==> config.mk <==
export PLATFORM = sky130hd
export DESIGN_NAME = canny_frame_sequencer
export DESIGN_NICKNAME = d
export VERILOG_FILES = /design/src/rtl/canny_frame_sequencer.sv
export SDC_FILE = /design/constraint.sdc
export NUM_CORES = 1
export LEC_CHECK = 0
export BUFFER_PORTS_ARGS = -buffer_cell sky130_fd_sc_hd__buf_2
export CAP_MARGIN = 20
export CORE_MARGIN = 1.5
export CORE_UTILIZATION = 50
export DETAILED_ROUTE_END_ITERATION = 10
export GPL_ROUTABILITY_DRIVEN = 0
export PLACE_DENSITY_LB_ADDON = 0.2
export SLEW_MARGIN = 10
export SYNTH_ARGS = -nofsm -noshare
export SYNTH_HDL_FRONTEND = slang
export SYNTH_SLANG_ARGS = --single-unit
export TNS_END_PERCENT = 20
==> constraint.sdc <==
create_clock -name clk -period 2.2 [get_ports clk]
set_input_delay 0.44 -clock clk [delete_from_list [all_inputs] [get_ports clk]]
set_output_delay 0.44 -clock clk [all_outputs]
set_load 0.02 [all_outputs]
==> src/rtl/canny_frame_sequencer.sv <==
// Frame sequencer ahead of the Canny pipeline: forwards one frame of pixels with
// per-row interrupts and FIFO throttling, then injects flush rows to drain the line buffers.
module canny_frame_sequencer #(
  parameter int          IMG_WIDTH   = 512,
  parameter int          IMG_HEIGHT  = 512,
  parameter int          FLUSH_ROWS  = 8,
  parameter logic [7:0]  FLUSH_VALUE = 8'd0,
  localparam int         CW          = $clog2(IMG_HEIGHT + 1)
) (
  input  logic          clk,
  input  logic          rst,
  input  logic          start,
  input  logic          abort,
  input  logic          s_valid,
  input  logic [7:0]    s_data,
  output logic          s_ready,
  output logic          m_valid,
  output logic [7:0]    m_data,
  input  logic          fifo_full,
  output logic          row_intr,
  output logic          frame_done,
  output logic          busy,
  output logic [CW-1:0] row_count
);

  localparam int COL_W       = $clog2(IMG_WIDTH);
  localparam int ROW_W       = $clog2(IMG_HEIGHT);
  localparam int FLUSH_TOTAL = FLUSH_ROWS * IMG_WIDTH;
  localparam int FL_W        = (FLUSH_TOTAL > 0) ? $clog2(FLUSH_TOTAL + 1) : 1;

  localparam logic [COL_W-1:0] COL_LAST = COL_W'(IMG_WIDTH - 1);
  localparam logic [ROW_W-1:0] ROW_LAST = ROW_W'(IMG_HEIGHT - 1);
  localparam logic [FL_W-1:0]  FL_LAST  = FL_W'(FLUSH_TOTAL - 1);

  typedef enum logic [1:0] {IDLE, RUN, FLUSH, DONE} state_t;

  state_t           state_reg;
  logic [COL_W-1:0] col_reg;
  logic [ROW_W-1:0] row_reg;
  logic [FL_W-1:0]  flush_reg;
  logic [CW-1:0]    row_count_reg;
  logic             m_valid_reg;
  logic [7:0]       m_data_reg;
  logic             row_intr_reg;
  logic             frame_done_reg;
  logic             busy_reg;
  logic             xfer;

  // Abort masks ready in the same cycle so no pixel is accepted from an abandoned frame.
  assign s_ready = (state_reg == RUN) && !fifo_full && !abort;
  assign xfer    = s_valid && s_ready;

  assign m_valid    = m_valid_reg;
  assign m_data     = m_data_reg;
  assign row_intr   = row_intr_reg;
  assign frame_done = frame_done_reg;
  assign busy       = busy_reg;
  assign row_count  = row_count_reg;

  always_ff @(posedge clk) begin
    if (rst) begin
      state_reg      <= IDLE;
      col_reg        <= '0;
      row_reg        <= '0;
      flush_reg      <= '0;
      row_count_reg  <= '0;
      m_valid_reg    <= 1'b0;
      m_data_reg     <= 8'd0;
      row_intr_reg   <= 1'b0;
      frame_done_reg <= 1'b0;
      busy_reg       <= 1'b0;
    end else begin
      m_valid_reg    <= 1'b0;
      row_intr_reg   <= 1'b0;
      frame_done_reg <= 1'b0;
      if (abort && state_reg != IDLE) begin
        state_reg     <= IDLE;
        busy_reg      <= 1'b0;
        col_reg       <= '0;
        row_reg       <= '0;
        flush_reg     <= '0;
        row_count_reg <= '0;
      end else begin
        case (state_reg)
          IDLE: begin
            if (start && !abort) begin
              state_reg     <= RUN;
              busy_reg      <= 1'b1;
              col_reg       <= '0;
              row_reg       <= '0;
              flush_reg     <= '0;
              row_count_reg <= '0;
            end
          end
          RUN: begin
            if (xfer) begin
              m_valid_reg <= 1'b1;
              m_data_reg  <= s_data;
              if (col_reg == COL_LAST) begin
                col_reg       <= '0;
                row_count_reg <= row_count_reg + CW'(1);
                if (row_reg == ROW_LAST) begin
                  // The last row raises no interrupt; completion is signalled by frame_done.
                  if (FLUSH_TOTAL == 0) begin
                    state_reg      <= DONE;
                    frame_done_reg <= 1'b1;
                  end else begin
                    state_reg <= FLUSH;
                  end
                end else begin
                  row_reg      <= row_reg + ROW_W'(1);
                  row_intr_reg <= 1'b1;
                end
              end else begin
                col_reg <= col_reg + COL_W'(1);
              end
            end
          end
          FLUSH: begin
            if (!fifo_full) begin
              m_valid_reg <= 1'b1;
              m_data_reg  <= FLUSH_VALUE;
              flush_reg   <= flush_reg + FL_W'(1);
              if (flush_reg == FL_LAST) begin
                state_reg      <= DONE;
                frame_done_reg <= 1'b1;
              end
            end
          end
          DONE: begin
            state_reg <= IDLE;
            busy_reg  <= 1'b0;
          end
          default: begin
            state_reg <= IDLE;
            busy_reg  <= 1'b0;
          end
        endcase
      end
    end
  end

endmodule

---- After elaboration in Yosys (flattened, before gate mapping) ----
Cells that the tools add are included.
word-level totals
  bits in registers ....................... 55
  word-level logic and storage cells ...... 87
operators by class
  add/sub/neg operators ................... 4
  equality and inequality tests ........... 13
  multiplexer cells ....................... 32
  bitwise gates (word level) .............. 5
  reduce and logical (&&, ||, !) cells .... 23
operators with widths
  operator                                                           count
  9-bit two-way mux                                                  6
  9-bit one-hot mux with 2 select lines                              2
  10-bit two-way mux                                                 3
  13-bit two-way mux                                                 2
  13-bit one-hot mux with 2 select lines                             1
  10-bit one-hot mux with 2 select lines                             1
  9-bit by 1-bit adder with 9-bit output, second input constant      2
  9-bit == test, second input constant                               2
  8-bit two-way mux                                                  2
  8-bit one-hot mux with 2 select lines                              1
  13-bit by 1-bit adder with 13-bit output, second input constant    1
  13-bit by 12-bit == test with 1-bit output, second input constant  1
  2-bit two-way mux                                                  6
  10-bit by 1-bit adder with 10-bit output, second input constant    1
  2-bit inequality test, second input constant                       5
  2-bit nonzero test                                                 5
  2-bit one-hot mux with 4 select lines                              1
  4-bit AND reduction                                                2
  3-bit AND reduction                                                2
  6-bit AND reduction                                                1
  1-bit logical AND                                                  5
  1-bit two-way mux                                                  5
  1-bit inverter                                                     5
  5-bit AND reduction                                                1
  10 further kinds                                                   14

---- Depth between registers and ports, before layout ----
Gate-level depths: netlist (run 1).
  depth after elaboration ................. 6
  mapped depth ............................ 9
  gate-level depth less buffers ........... 8

---- Worst setup path before layout (run 1) ----
No wires, ideal clock.
  kind .................................... flip-flop to flip-flop
  start point ............................. register col_reg[2]
  end point ............................... register row_count_reg[8], in the netlist row_count[8]
  library setup time ...................... 0.070 ns
  arrival ................................. 2.017 ns
  data required time ...................... 2.130 ns
  setup slack ............................. 0.113 ns
  cell stages (with the launch flop) ...... 9
  path buffers ............................ 0
  clock period less this slack ............ 2.087 ns
  cells stage by stage .................... dfxtp_1 and4_1 nand2_1 nor2_1 ha_1 nor2b_1 a2111o_1 or4_1 a21oi_1
on the way
  longest elaborated chain between the ends .. 3
RTL lines
  item                                                               line  RTL
  start, declared                                                    38    logic [COL_W-1:0] col_reg;
  start signal, assigned                                             115   col_reg <= col_reg + COL_W'(1);
  9-bit == test                                                      99    if (col_reg == COL_LAST) begin
  2-bit by 1-bit inequality test with 1-bit output (no source line)  n/a
  4-bit AND reduction (no source line)                               n/a
  end signal, assigned                                               101   row_count_reg <= row_count_reg + CW'(1);
  end, declared                                                      41    logic [CW-1:0] row_count_reg;
Every way passes these cells.
A chain may end at the register's enable or synchronous reset.

---- Worst setup path in the final report (run 1) ----
  start point ............................. register col_reg[5]
  end point ............................... register row_count_reg[9], in the netlist row_count[9]
The elaborated chain is that of the path after synthesis.

==> summary.txt, run 1 <==
Logic synthesis
  • Syn Nets: 363
  • Top cell type's share of synthesized area: 38.8%
  • Syn avg cell area: 8.40 um^2
  • Mapped Area: 2840 um^2
  • Flip-flop and latch count after synthesis: 55
  • Sequential share of the synthesized area: 38.8%
  • Number of synthesized flops with an enable pin: 0
  • Post-Syn Instances: 338
  • Primary FF master, synth: dfxtp_1
  • Syn. warnings: 0
  • Asr flop ratio synth: 0%
  • Synth area leaders: dfxtp_1 (39%), a21oi_1 (7.8%), ha_1 (4.8%)
  • Yosys cell types: 46
  • Cell taking the most area after synthesis: dfxtp_1

Clocking
  • Worst-path clk slew: 100 ps
  • Clk Tree Root Cell: clkbuf_8
  • Max H-tree Level: 2
  • Num CTS Buffers: 5
  • Hold buffer count at CTS: 0
  • Clock latency on the worst-skew pair: 310 ps
  • Clock Sinks: 55
  • CTS tree: built
  • CTS max path bufs: 2

Setup path
  • Data arrival time of the worst path: 2370 ps
  • R2r endpoint: row_count[9]$_SDFFE_PP0P_
  • CP required: 2400 ps
  • Register-to-Register Path Depth: 10
  • Worst setup EP type: flip-flop
  • R2R setup slack: 20 ps
  • Worst r2r src: col_reg[5]$_SDFFE_PP0P_
  • Critical path class: reg2reg
  • Crit path max fanout: 7
  • CP startpoint kind: flip-flop

Global routing
  • Largest net degree at the start of global routing: 18
  • First-pass GRT wire length: 11300 um
  • Gr ovfl total: 0
  • Vias in the first global route: 2583
  • GRT Total Usage: 22.3%
  • Initial antenna violation count: 0

Final layout
  • Nets: 425
  • Layout Cells excl Fill: 473
  • P&R area growth vs syn: 23.6%
  • Antenna diodes: 0
  • Max reg flops: 13
  • Reg area: 1110 um^2
  • Share of layout cells above drive strength 1: 26.7%
  • Filler instances: 475
  • Area occupied by multi-input gates: 1710 um^2
  • Core Util, Final: 63.7%

Status
  • Status: completed

STA
  • Max-slew headroom: 62.3%
  • Highest clock rate: 460 MHz
  • Clock skew: 5.92 ps
  • Slew @ Worst Pin: 562 ps
  • Fin. Hold Viols: 0
  • # setup viols final: 0
  • Setup TNS: 0 ps
  • Part of the cycle the worst path needs: 98.9%
  • RSZ-0062 raised after global routing: true
  • WHS: 394 ps
  • Pins Over Slew Limit: 0
  • Period minus WS final: 2180 ps

Route
  • DR pass1 iterations: 4
  • # DRC: 0
  • Final WL: 6640 um
  • Detailed-route vias per instance: 5.87
  • 1st-iter DRT viols: 132
  • DR vias: 2775
  • Post-route ant nets: 0
  • Drt wl/cell: 14.0 um

Power and ir drop
  • P_leak: 1.30 nW
  • PD cells: 927 nW/um^2
  • Max VDD drop: 633 uV

Die
  • Initial Utilization: 51.6%
  • Core outline area: 5510 um^2
  • DIE HEIGHT: 78.4 um
  • # rows: 27
  • DIE AREA: 6140 um^2
  • Die W: 78.4 um
  • I/O pins: 37

Min path
  • Min-delay worst type: in2reg
  • HP Start: s_data[7]
  • Hold Crit Endpoint: m_data[7]$_SDFFE_PP0P_
  • WHS Path Cells: 3

Placed design
  • Buffers added on ports: 36
  • DP Wirelength: 4640 um
  • Dpl cells: 459

Run
  • Max-Cap Viols: 0
cell usage after synthesis (all sizes together), types with 4 or more instances:
library cell  number
a21oi             44
and4               4
clkbuf            14
dfxtp             55
ha                11
inv               10
mux2i              7
nand2             34
nand2b            11
nand3             17
nand4              5
nand4b            10
nor2               9
nor2b              4
nor3               8
nor4               5
o21ai             21
o31ai             14
or3               12
or4               14
report_power, final:
group / switching [mW] / total, mW / internal, mW
logic: 0.873 / 1.42 / 0.549
registers: 0.0496 / 1.13 / 1.08
clock network: 0.331 / 0.700 / 0.369
total: 1.25 / 3.25 / 2.00
cell type report:
| class | count | share of cell area (%) |
|---|---|---|
| clock inverter | 2 | 0.999 |
| sequential | 55 | 31.6 |
| inverter | 10 | 1.07 |
| multi-input combinational | 257 | 48.8 |
| timing repair buffer | 71 | 12.7 |
| clock buffer | 6 | 2.35 |
| tap | 72 | 2.57 |
how the worst max path moves through the flow:
stage	startpoint	endpoint	slack, ps
3_3_place_gp	col_reg[5]$_SDFFE_PP0P_	row_count[9]$_SDFFE_PP0P_	20
6_report	col_reg[5]$_SDFFE_PP0P_	row_count[9]$_SDFFE_PP0P_	20
3_5_place_dp	col_reg[5]$_SDFFE_PP0P_	row_count[9]$_SDFFE_PP0P_	-50
5_1_grt	col_reg[5]$_SDFFE_PP0P_	row_count[9]$_SDFFE_PP0P_	-40
4_1_cts	state_reg[0]$_SDFFE_PP0P_	row_count[7]$_SDFFE_PP0P_	10
2_1_floorplan	col_reg[2]$_SDFFE_PP0P_	row_count[8]$_SDFFE_PP0P_	110
kinds of logic (layout without fill, tap and decap cells):
group                    after synthesis  after routing  share of synthesized area (%)
AND/OR/NAND/NOR                      144            144                           30.1
AO/OA/AOI/OAI                         94             94                           20.0
flip-flops                            55             55                           38.8
buffers and inverters                 26             89                           3.53
adder cells (fa/ha/maj)               11             11                           4.85
multiplexers                           7              7                           2.47
XOR/XNOR                               1              1                          0.309
placed cells by master, fill, tap and decap left out, drive strengths merged, types with 6 or more instances in the layout:
cell and count:
or4 14, o31ai 14, mux2i 7, nand2b 11, a21oi 44, buf 71
clkbuf 6, nand4b 10, or3 12, o21ai 21, dfxtp 55, inv 10
nor2 9, nand3 17, nand2 34, ha 11, nor3 8
per-layer routing:
metal  global-route usage, %  up-vias  part of all wire, %
met5                       0        -                    0
met4                    5.71        0                  1.2
met3                    4.30        8                  3.0
met2                    39.0       40                   51
met1                    27.9     1332                   45
li1                        -     1395                    -
per-stage QoR:
step | area [um^2] | worst slack [ps] | total power, mW
final | 3510 | 24.0 | 3.25
after global routing | 3510 | -38.3 | 3.48
after CTS | 3410 | 11.2 | 3.24
after detailed placement | 3260 | -52.1 | 2.51
after global placement | 3260 | 21.7 | 2.48
after floorplan | 2840 | 113 | 2.06
timing repair:
action	CTS	global route
buffers inserted	1	4
cloned	1	0
endpoints found under the setup margin	6	16
gates resized for setup	8	17
hold endpoints to repair	0	0
pin swaps	4	13
worst max-delay path: stages, from the launching register on:
cell and delay [ps]:
dfxtp_2 340, and4_4 240, nand2_4 60, nor2_4 120, ha_4 140, nor2b_1 40
a2111o_1 380, buf_4 150, buf_2 150, o31ai_1 350, a21oi_2 90
No activity file was read; power rests on OpenSTA's default activity.
==> inputs of run 2 (changes only) <==
==> constraint.sdc (replaced) <==
create_clock -name clk -period 2.2 [get_ports clk]
set_input_delay 0.22 -clock clk [delete_from_list [all_inputs] [get_ports clk]]
set_output_delay 0.22 -clock clk [all_outputs]
set_load 0.02 [all_outputs]
==> run 2 against run 1 <==
  * Sequential cell count unchanged
  * Sequential power hardly changed
  * Register-to-register slack better by 40 ps
  * Wire length down 1.2%
  * Global-route usage decreased by 0.28 points
  * Power shrank 3.2%
  * Design area shrank 1.5%
  * Highest routed layer unchanged
==> summary.txt, run 2 (synthesis results as in run 1) <==
Clocking
  • CTS tree: built
  • Clock Sinks: 55
  • Max H-tree Level: 2
  • Num CTS Buffers: 5
  • Hold buffer count at CTS: 0
  • CTS max path bufs: 2
  • Clock latency on the worst-skew pair: 310 ps
  • Worst-path clk slew: 100 ps
  • Clk Tree Root Cell: clkbuf_8

STA
  • Slew @ Worst Pin: 640 ps
  • Pins Over Slew Limit: 0
  • Part of the cycle the worst path needs: 97.0%
  • Period minus WS final: 2130 ps
  • Clock skew: 9.41 ps
  • RSZ-0062 raised after global routing: true
  • Highest clock rate: 468 MHz
  • # setup viols final: 0
  • Post-route setup slack: 65.2 ps
  • Max-slew headroom: 57.1%
  • Fin. Hold Viols: 0

Die
  • I/O pins: 37
  • DIE AREA: 6140 um^2
  • DIE HEIGHT: 78.4 um
  • Core outline area: 5510 um^2
  • # rows: 27
  • Die W: 78.4 um
  • Initial Utilization: 51.6%

Final layout
  • Area occupied by multi-input gates: 1710 um^2
  • P&R area growth vs syn: 21.8%
  • Antenna diodes: 0
  • Reg area: 1110 um^2
  • Final Cell Area: 3460 um^2
  • Most common cell after layout, fill and taps aside: dfxtp_1
  • Filler instances: 471
  • Max reg flops: 13
  • Nets: 422
  • Most frequent cells in the layout: dfxtp_1 (52), a21oi_1 (40), buf_2 (37)
  • Share of layout cells above drive strength 1: 25.1%

Route
  • Drt wl/cell: 14.0 um
  • DR vias: 2738
  • Final WL: 6560 um
  • Detailed-route vias per instance: 5.83
  • 1st-iter DRT viols: 196
  • DR pass1 iterations: 4
  • # DRC: 0
  • Post-route ant nets: 0

Placed design
  • Setup WS pre-CTS: -27.6 ps
  • DP Wirelength: 4600 um
  • Dpl cell area: 3250 um^2
  • Buffers added on ports: 36

Global routing
  • Initial antenna violation count: 0
  • Largest net degree at the start of global routing: 18
  • Vias in the first global route: 2494
  • GRT Total Usage: 22.0%
  • First-pass GRT wire length: 11100 um
  • Gr ovfl total: 0

Status
  • Status: completed

Setup path
  • Slowest cell delay on critical path: 460 ps
  • CP required: 2440 ps
  • Crit path max fanout: 6
  • Worst path slowest cell: or4_1
  • Worst setup EP type: flip-flop
  • R2R setup slack: 70 ps
  • Critical path class: reg2reg
  • CP startpoint kind: flip-flop
  • Critical Path, Cell by Cell: and4_4 > nand2_4 > nor2_4 > ha_4 > nor2b_1 > a2111o_1 > buf_2 > or4_1 > a21oi_1
  • Data arrival time of the worst path: 2370 ps

Power and ir drop
  • Clock group share of total power: 17.7%
  • Seq pwr share: 36.2%
  • Gate power share: 46.1%
  • Switching share of power: 40.2%
  • Psw: 1.27 mW
  • Int Pwr: 1.88 mW
  • PD cells: 910 nW/um^2
  • P_leak: 1.27 nW
  • Max VDD drop: 488 uV

Run
  • Max-Cap Viols: 0

Min path
  • Min-delay worst type: in2reg
[run 2: changes by cell type in the layout (fill, tap and decap cells not counted)]
cell       delta
buf_4         -3
or3_4         -1
dfxtp_1       +2
dfxtp_4       +1
a21oi_2       -1
dfxtp_2       -3
inv_6         +1
a21oi_1       +1
ha_2          -1
clkbuf_8      -1
clkinv_2      +1
ha_4          +1
bufinv_16     -1
or3_1         +1
[run 2: worst max-delay path, delay by kind of cell, from the launching register on]
kind	cells	cell delay, ps
buffers and inverters	1	180
AO/OA/AOI/OAI	2	480
AND/OR/NAND/NOR	5	930
adder cells (fa/ha/maj)	1	140
flip-flops	1	340
[run 2: stage by stage]
stage	util [%]	setup TNS [ps]	std cells	hold slack [ps]	total power, mW
floorplan	-	0	338	389	2.06
global placement	59.0	0	457	450	2.47
detailed placement	59.0	-78.2	457	455	2.50
CTS	61.2	0	468	167	3.10
global route	62.8	-58.4	470	176	3.38
finish	62.8	0	470	178	3.15
[run 2: area by class of cell]
cell class	instances	share of cell area, %
Tap cell	72	2.61
Sequential cell	55	32.0
Timing Repair Buffer	68	12.2
Clock buffer	5	1.99
Clock inverter	3	0.543
Inverter	10	1.09
Multi-Input combinational cell	257	49.5
[run 2: worst paths after layout]
kind | cells after the start | end | start
hold / removal | 3 | m_data[4]$_SDFFE_PP0P_ | s_data[4]
setup reg to reg | 9 | row_count[4]$_SDFFE_PP0P_ | col_reg[4]$_SDFFE_PP0P_
setup / recovery | 9 | row_count[4]$_SDFFE_PP0P_ | col_reg[4]$_SDFFE_PP0P_
hold reg to reg | 2 | flush_reg[11]$_SDFFE_PP0P_ | flush_reg[11]$_SDFFE_PP0P_
[run 2: power by group through the flow]
| stage | sequential (mW) | combinational [mW] | clock, mW |
|---|---|---|---|
| 2_1_floorplan | 1.22 | 0.843 | 0 |
| 3_3_place_gp | 1.15 | 1.32 | 0 |
| 3_5_place_dp | 1.15 | 1.34 | 0 |
| 4_1_cts | 1.13 | 1.39 | 0.576 |
| 5_1_grt | 1.15 | 1.62 | 0.612 |
| 6_report | 1.14 | 1.45 | 0.558 |
[run 2: metal layers]
layer / global-route usage, % / part of all wire (%)
met5: 0 / 0
met2: 38.1 / 50
met4: 6.07 / 1.3
met1: 27.9 / 46
met3: 4.07 / 2.9
[run 2: timing repair]
action                                  in CTS  in global routing
endpoints found under the setup margin       6                 19
cloned                                       0                  1
buffers inserted                             3                  1
resized for setup                            4                 19
pin swaps                                    8                  6
